### src/rtl/vga_sync_gen_if.sv
// Timing bundle between the VGA sync generator and its consumers.
interface vga_sync_gen_if;
    logic       ce;
    logic [9:0] hpos;
    logic [9:0] vpos;
    logic       hsync;
    logic       vsync;
    logic       display_on;
    logic       line_start;
    logic       frame_start;
    logic [7:0] frame_count;

    // Generator side: takes the pixel enable, drives the raster position and syncs.
    modport master (
        input  ce,
        output hpos,
        output vpos,
        output hsync,
        output vsync,
        output display_on,
        output line_start,
        output frame_start,
        output frame_count
    );

    // Consumer side: supplies the pixel enable, observes the raster.
    modport slave (
        output ce,
        input  hpos,
        input  vpos,
        input  hsync,
        input  vsync,
        input  display_on,
        input  line_start,
        input  frame_start,
        input  frame_count
    );
endinterface

### src/rtl/vga_sync_gen.sv
// VGA raster timing generator: pixel/line counters, active-low syncs,
// visible-area flag, line/frame start strobes and a completed-frame counter.
module vga_sync_gen #(
    parameter int unsigned H_DISPLAY = 640,
    parameter int unsigned H_FRONT   = 16,
    parameter int unsigned H_SYNC    = 96,
    parameter int unsigned H_BACK    = 48,
    parameter int unsigned V_DISPLAY = 480,
    parameter int unsigned V_FRONT   = 10,
    parameter int unsigned V_SYNC    = 2,
    parameter int unsigned V_BACK    = 33
) (
    input  logic           clk,
    input  logic           rst_n,
    vga_sync_gen_if.master vif
);

    localparam int unsigned CW       = 10;
    localparam int unsigned FW       = 8;
    localparam int unsigned H_TOTAL  = H_DISPLAY + H_FRONT + H_SYNC + H_BACK;
    localparam int unsigned V_TOTAL  = V_DISPLAY + V_FRONT + V_SYNC + V_BACK;
    localparam int unsigned HS_START = H_DISPLAY + H_FRONT;
    localparam int unsigned HS_END   = HS_START + H_SYNC;
    localparam int unsigned VS_START = V_DISPLAY + V_FRONT;
    localparam int unsigned VS_END   = VS_START + V_SYNC;

    localparam logic [CW-1:0] H_LAST   = CW'(H_TOTAL - 1);
    localparam logic [CW-1:0] V_LAST   = CW'(V_TOTAL - 1);
    localparam logic [CW-1:0] H_VIS    = CW'(H_DISPLAY);
    localparam logic [CW-1:0] V_VIS    = CW'(V_DISPLAY);
    localparam logic [CW-1:0] HS_LO    = CW'(HS_START);
    localparam logic [CW-1:0] HS_HI    = CW'(HS_END);
    localparam logic [CW-1:0] VS_LO    = CW'(VS_START);
    localparam logic [CW-1:0] VS_HI    = CW'(VS_END);

    logic [CW-1:0] h_cnt;
    logic [CW-1:0] v_cnt;
    logic [FW-1:0] fc_cnt;
    logic [CW-1:0] h_nxt;
    logic [CW-1:0] v_nxt;
    logic [FW-1:0] fc_nxt;

    logic hsync_q;
    logic vsync_q;
    logic disp_q;
    logic lstart_q;
    logic fstart_q;
    logic hsync_nxt;
    logic vsync_nxt;
    logic disp_nxt;
    logic lstart_nxt;
    logic fstart_nxt;

    // Next raster position; >= compares pull any stray value back to the origin.
    always_comb begin
        h_nxt  = h_cnt;
        v_nxt  = v_cnt;
        fc_nxt = fc_cnt;
        if (vif.ce) begin
            if (h_cnt >= H_LAST) begin
                h_nxt = '0;
                if (v_cnt >= V_LAST) begin
                    v_nxt  = '0;
                    fc_nxt = fc_cnt + FW'(1);
                end else begin
                    v_nxt = v_cnt + CW'(1);
                end
            end else begin
                h_nxt = h_cnt + CW'(1);
            end
        end
    end

    // Decode outputs from the next position so they register alongside the counters.
    always_comb begin
        hsync_nxt  = 1'b1;
        vsync_nxt  = 1'b1;
        disp_nxt   = 1'b0;
        lstart_nxt = 1'b0;
        fstart_nxt = 1'b0;
        if ((h_nxt >= HS_LO) && (h_nxt < HS_HI)) begin
            hsync_nxt = 1'b0;
        end
        if ((v_nxt >= VS_LO) && (v_nxt < VS_HI)) begin
            vsync_nxt = 1'b0;
        end
        if ((h_nxt < H_VIS) && (v_nxt < V_VIS)) begin
            disp_nxt = 1'b1;
        end
        if (h_nxt == '0) begin
            lstart_nxt = 1'b1;
            if (v_nxt == '0) begin
                fstart_nxt = 1'b1;
            end
        end
    end

    // Counter and output registers; reset parks the raster at the origin.
    always_ff @(posedge clk or negedge rst_n) begin
        if (!rst_n) begin
            h_cnt    <= '0;
            v_cnt    <= '0;
            fc_cnt   <= '0;
            hsync_q  <= 1'b1;
            vsync_q  <= 1'b1;
            disp_q   <= 1'b1;
            lstart_q <= 1'b1;
            fstart_q <= 1'b1;
        end else begin
            h_cnt    <= h_nxt;
            v_cnt    <= v_nxt;
            fc_cnt   <= fc_nxt;
            hsync_q  <= hsync_nxt;
            vsync_q  <= vsync_nxt;
            disp_q   <= disp_nxt;
            lstart_q <= lstart_nxt;
            fstart_q <= fstart_nxt;
        end
    end

    assign vif.hpos        = h_cnt;
    assign vif.vpos        = v_cnt;
    assign vif.frame_count = fc_cnt;
    assign vif.hsync       = hsync_q;
    assign vif.vsync       = vsync_q;
    assign vif.display_on  = disp_q;
    assign vif.line_start  = lstart_q;
    assign vif.frame_start = fstart_q;

endmodule

### src/flat_wrapper.sv
// flat-port wrapper written by rule: the top's interface ports become plain ports
module vga_sync_gen_flat 
#(
    parameter int unsigned H_DISPLAY = 640,
    parameter int unsigned H_FRONT   = 16,
    parameter int unsigned H_SYNC    = 96,
    parameter int unsigned H_BACK    = 48,
    parameter int unsigned V_DISPLAY = 480,
    parameter int unsigned V_FRONT   = 10,
    parameter int unsigned V_SYNC    = 2,
    parameter int unsigned V_BACK    = 33
)
  (clk, rst_n, vif_ce, vif_hpos, vif_vpos, vif_hsync, vif_vsync, vif_display_on, vif_line_start, vif_frame_start, vif_frame_count);
  vga_sync_gen_if vif_i ();
  input  logic clk;
  input  logic rst_n;
  input wire logic [$bits(vif_i.ce)-1:0] vif_ce;
  output wire logic [$bits(vif_i.hpos)-1:0] vif_hpos;
  output wire logic [$bits(vif_i.vpos)-1:0] vif_vpos;
  output wire logic [$bits(vif_i.hsync)-1:0] vif_hsync;
  output wire logic [$bits(vif_i.vsync)-1:0] vif_vsync;
  output wire logic [$bits(vif_i.display_on)-1:0] vif_display_on;
  output wire logic [$bits(vif_i.line_start)-1:0] vif_line_start;
  output wire logic [$bits(vif_i.frame_start)-1:0] vif_frame_start;
  output wire logic [$bits(vif_i.frame_count)-1:0] vif_frame_count;
  assign vif_i.ce = vif_ce;
  assign vif_hpos = vif_i.hpos;
  assign vif_vpos = vif_i.vpos;
  assign vif_hsync = vif_i.hsync;
  assign vif_vsync = vif_i.vsync;
  assign vif_display_on = vif_i.display_on;
  assign vif_line_start = vif_i.line_start;
  assign vif_frame_start = vif_i.frame_start;
  assign vif_frame_count = vif_i.frame_count;
  vga_sync_gen #(.H_DISPLAY(H_DISPLAY), .H_FRONT(H_FRONT), .H_SYNC(H_SYNC), .H_BACK(H_BACK), .V_DISPLAY(V_DISPLAY), .V_FRONT(V_FRONT), .V_SYNC(V_SYNC), .V_BACK(V_BACK)) u_core (.clk(clk), .rst_n(rst_n), .vif(vif_i));
endmodule
### config.mk
export PLATFORM = sky130hd
export DESIGN_NAME = vga_sync_gen_flat
export DESIGN_NICKNAME = d
export VERILOG_FILES = /design/src/rtl/vga_sync_gen_if.sv /design/src/rtl/vga_sync_gen.sv /design/src/flat_wrapper.sv
export SDC_FILE = /design/constraint.sdc
export NUM_CORES = 1
export LEC_CHECK = 0
export CAP_MARGIN = 20
export CORE_ASPECT_RATIO = 2
export CORE_MARGIN = 5
export CORE_UTILIZATION = 50
export CTS_CLUSTER_SIZE = 16
export DETAILED_ROUTE_END_ITERATION = 12
export GPL_ROUTABILITY_DRIVEN = 0
export PLACE_DENSITY = 0.78
export SYNTH_ARGS = -nofsm -noshare
export SYNTH_HDL_FRONTEND = slang
export SYNTH_SLANG_ARGS = --single-unit
export TNS_END_PERCENT = 1
### constraint.sdc
create_clock -name clk -period 2.6 [get_ports clk]
set_input_delay 0.52 -clock clk [delete_from_list [all_inputs] [get_ports clk]]
set_output_delay 0.52 -clock clk [all_outputs]
set_load 0.02 [all_outputs]
==> summary.txt <==
Outcome
  – Status: completed

Route
  – Metal2 WL: roughly 2500 um
  – DRC viols: 0
  – Drt total wl: around 4500 um
  – Top layer in use: met4
  – Vias post-DR: between 1500 and 2000
  – Per-cell routed wire length: 17.30 um
  – ANT nets after route: 0
  – TritonRoute pass-1 iters: 4
  – Drt first-iter violations: 24
  – Wire length on met1: 1618 um
  – Routed wl met3: 193 um
  – Vias per cell: approximately 6.1

Placement
  – Pre-CTS setup slack: -114.3 ps
  – Hpwl dp: around 3400 um
  – Buffers added on ports: 35

GRT
  – Largest net degree at the start of global routing: 34
  – Total gr overflow: 0
  – Number of global-route vias before repair: 1668
  – GRT Total Usage: between 20% and 30%
  – First-pass GRT wire length: 7521 um
  – Initial antenna violation count: 0

Critical path
  – R2r setup slk: about 200 ps
  – Worst Path Max Fanout: 8
  – Startpoint types: input pin
  – Setup Crit Path Kind: input pin to flip-flop
  – CP Data Arrival Time: between 2000 and 3000 ps
  – Cells along the critical path: clkdlybuf4s50_1 -> buf_4 -> and3_1 -> nand2_1 -> xor2_1 -> a31oi_1 -> or4_1 -> nor4_2
  – Data required, critical path: roughly 2800 ps
  – Worst path max stage delay: around 570 ps
  – CP Capture Type: flip-flop
  – Slowest CP cell: or4_1

Timing
  – Slew Viols, Final: 0
  – Final worst slack: 174.5 ps
  – Clock Skew: around 8 ps
  – Final hold slack: about 470 ps
  – Hold Fails Final Rpt: 0
  – RSZ-0062 raised after global routing: false
  – Slew HR: between 40% and 50%
  – Fin crit share: 93.29%
  – Slew @ Worst Pin: roughly 770 ps
  – Highest clock rate: 0.4123 GHz
  – Min Tclk post-route: 2426 ps
  – Setup TNS: 0 ps
  – Final setup fails: 0

Final layout
  – Antenna Cells: 0
  – Area growth syn-to-layout: 38.57%
  – Share of post-route cells with drive strength above 1: 18.58%
  – Final nets: 232
  – Register area: 832.0 um2
  – Fill count: approximately 260
  – Multi-input gate area in the final layout: 845.8 um2
  – Final core utilization: 70.52%

Pwr
  – Design Power: between 1.5 and 2 mW
  – VDD IR-drop max: approximately 0.0006 V
  – Leak pwr: between 1 and 1.5 nW
  – Cell area power density: between 700 and 800 nW/um2

CTS
  – CTS tree: done
  – Worst-Skew Late Latency: ~290 ps
  – Hold_buf cts: 0
  – H-tree Lvls: 2
  – Clk sinks: 33
  – CTS max path bufs: 2
  – TritonCTS Buffers: 5
  – CTS root buf: clkbuf_8
  – Reg clk slew, reported paths: roughly 70 ps

Synthesis
  – #FFs+latches synth: 33
  – Synth Warn #: 0
  – Cells after synthesis: between 150 and 200
  – Syn Nets: between 150 and 200
  – Distinct cell type count after synthesis: between 40 and 50
  – Mapped cell area: around 1700 um2
  – Syn Area/Cell: between 10 and 15 um2
  – Seq/Total Area, Yosys: 48.40%

Floorplan
  – Die area: about 4800 um2
  – Chip height: 92.93 um
  – Die W: slightly above 50 um
  – Ports: 36
  – Starting Density: around 51%
  – Num rows: 30
  – Core Region: between 3000 and 4000 um2

Job
  – Max cap viols: 0

Min path
  – Min-Delay Path Class: flip-flop to flip-flop
## placed cells by master (no fill, tap or decap), types with 3 or more instances in the layout
master	count
clkdlybuf4s50_1	35
dfrtp_1	28
buf_4	22
nor2_1	18
nand2_1	8
nand4_1	8
xnor2_1	8
xor2_1	7
nand3_1	6
and3_1	6
a21oi_1	6
o21ai_0	6
clkbuf_8	5
dfstp_2	5
inv_1	4
nor3_1	4
a22o_1	4
ha_1	4
o21ai_1	3
nor2b_1	3
a31oi_1	3
## power by group
part | switching (mW) | internal (mW)
Sequential | 0.0828 | 0.573
Clock | 0.193 | 0.381
Combinational | 0.281 | 0.255
Total | 0.557 | 1.21
## area by class of cell
cell class                      count  area share (%)
Inverter                            4          0.6303
Timing Repair Buffer               57           21.64
Clock inverter                      3           2.731
Sequential cell                    33           34.93
Clock buffer                        5           2.889
Tap cell                           32           1.681
Multi-Input combinational cell    124           35.50
## worst max-delay path, delay by kind of cell
| family | cells | cell delay, ps |
|---|---|---|
| AOI/OAI and AO/OA | 1 | 120 |
| buffers and inverters | 2 | 650 |
| and+or+nand+nor | 4 | 1160 |
| xor gates and xnor gates | 1 | 170 |
## final timing paths
kind / cells after the start / startpoint / to
worst max-delay path: 8 / vif_ce / u_core.vif.frame_start$_DFF_PN1_
worst min-delay path: 1 / u_core.vif.frame_count[7]$_DFFE_PN0P_ / u_core.vif.frame_count[7]$_DFFE_PN0P_
worst max register to register: 7 / u_core.vif.hpos[1]$_DFF_PN0_ / u_core.vif.frame_start$_DFF_PN1_
worst min register to register: 1 / u_core.vif.frame_count[7]$_DFFE_PN0P_ / u_core.vif.frame_count[7]$_DFFE_PN0P_
max in group asynchronous: 2 / rst_n / u_core.vif.hsync$_DFF_PN1_
min in group asynchronous: 2 / rst_n / u_core.vif.vpos[6]$_DFF_PN0_
## sequential cells by signal, summed over array words and instances (netlist names)
register / count
u_core.vif.hpos: 10
u_core.vif.hsync: 1
u_core.vif.line_start: 1
u_core.vif.display_on: 1
u_core.vif.frame_start: 1
u_core.vif.frame_count: 8
u_core.vif.vpos: 10
u_core.vif.vsync: 1
## Yosys cell counts (all sizes together)
library cell	instances	area, um2
a211o	1	8.760
a211oi	1	7.510
a21o	1	7.510
a21oi	7	46.30
a22o	4	35.03
a311o	1	10.01
a31oi	4	40.04
and2	2	12.51
and3	6	37.54
and3b	1	8.760
and4	1	8.760
buf	5	26.27
dfrtp	28	700.7
dfstp	5	131.4
ha	4	50.05
inv	4	15.01
mux2	2	22.52
mux2i	1	10.01
nand2	8	30.03
nand3	6	30.03
nand3b	1	7.510
nand4	9	62.56
nand4b	1	8.760
nand4bb	1	11.26
nor2	18	67.56
nor2b	3	18.77
nor3	5	30.03
nor4	3	25.02
o211a	2	20.02
o21ai	9	45.04
o21bai	1	7.510
o31a	1	8.760
o41ai	1	8.760
or3	2	12.51
or4	2	15.01
xnor2	8	70.07
xor2	7	61.31
## cell families after synthesis
kind of cell | count (synthesis) | share of synthesized area [%]
AO/OA/AOI/OAI | 33 | 14.27
multiplexers | 3 | 1.892
buffers and inverters | 9 | 2.401
adder cells (fa/ha/maj) | 4 | 2.911
AND/OR/NAND/NOR | 69 | 22.49
flip-flops | 33 | 48.40
XOR/XNOR | 15 | 7.642
## layer usage
| metal | vias up | track usage (%) |
|---|---|---|
| met3 | 21 | 5.153 |
| met4 | 0 | 12.69 |
| met1 | 772 | 21.64 |
| met2 | 58 | 35.43 |
| met5 | - | 0 |
| li1 | 728 | - |
## what timing repair did
action / 4_1_cts / 5_1_grt
setup endpoints to repair: 0 / 1
setup buffers: 0 / 2
resized for setup: 0 / 0
## metrics by stage
stage | instance area (um2) | std cells
6_report | 2382 | 258
5_1_grt | 2382 | 258
4_1_cts | 2367 | 256
3_5_place_dp | 2233 | 248
3_3_place_gp | 2233 | 248
2_1_floorplan | 1719 | 166
Power figures use the tool's default switching activity.
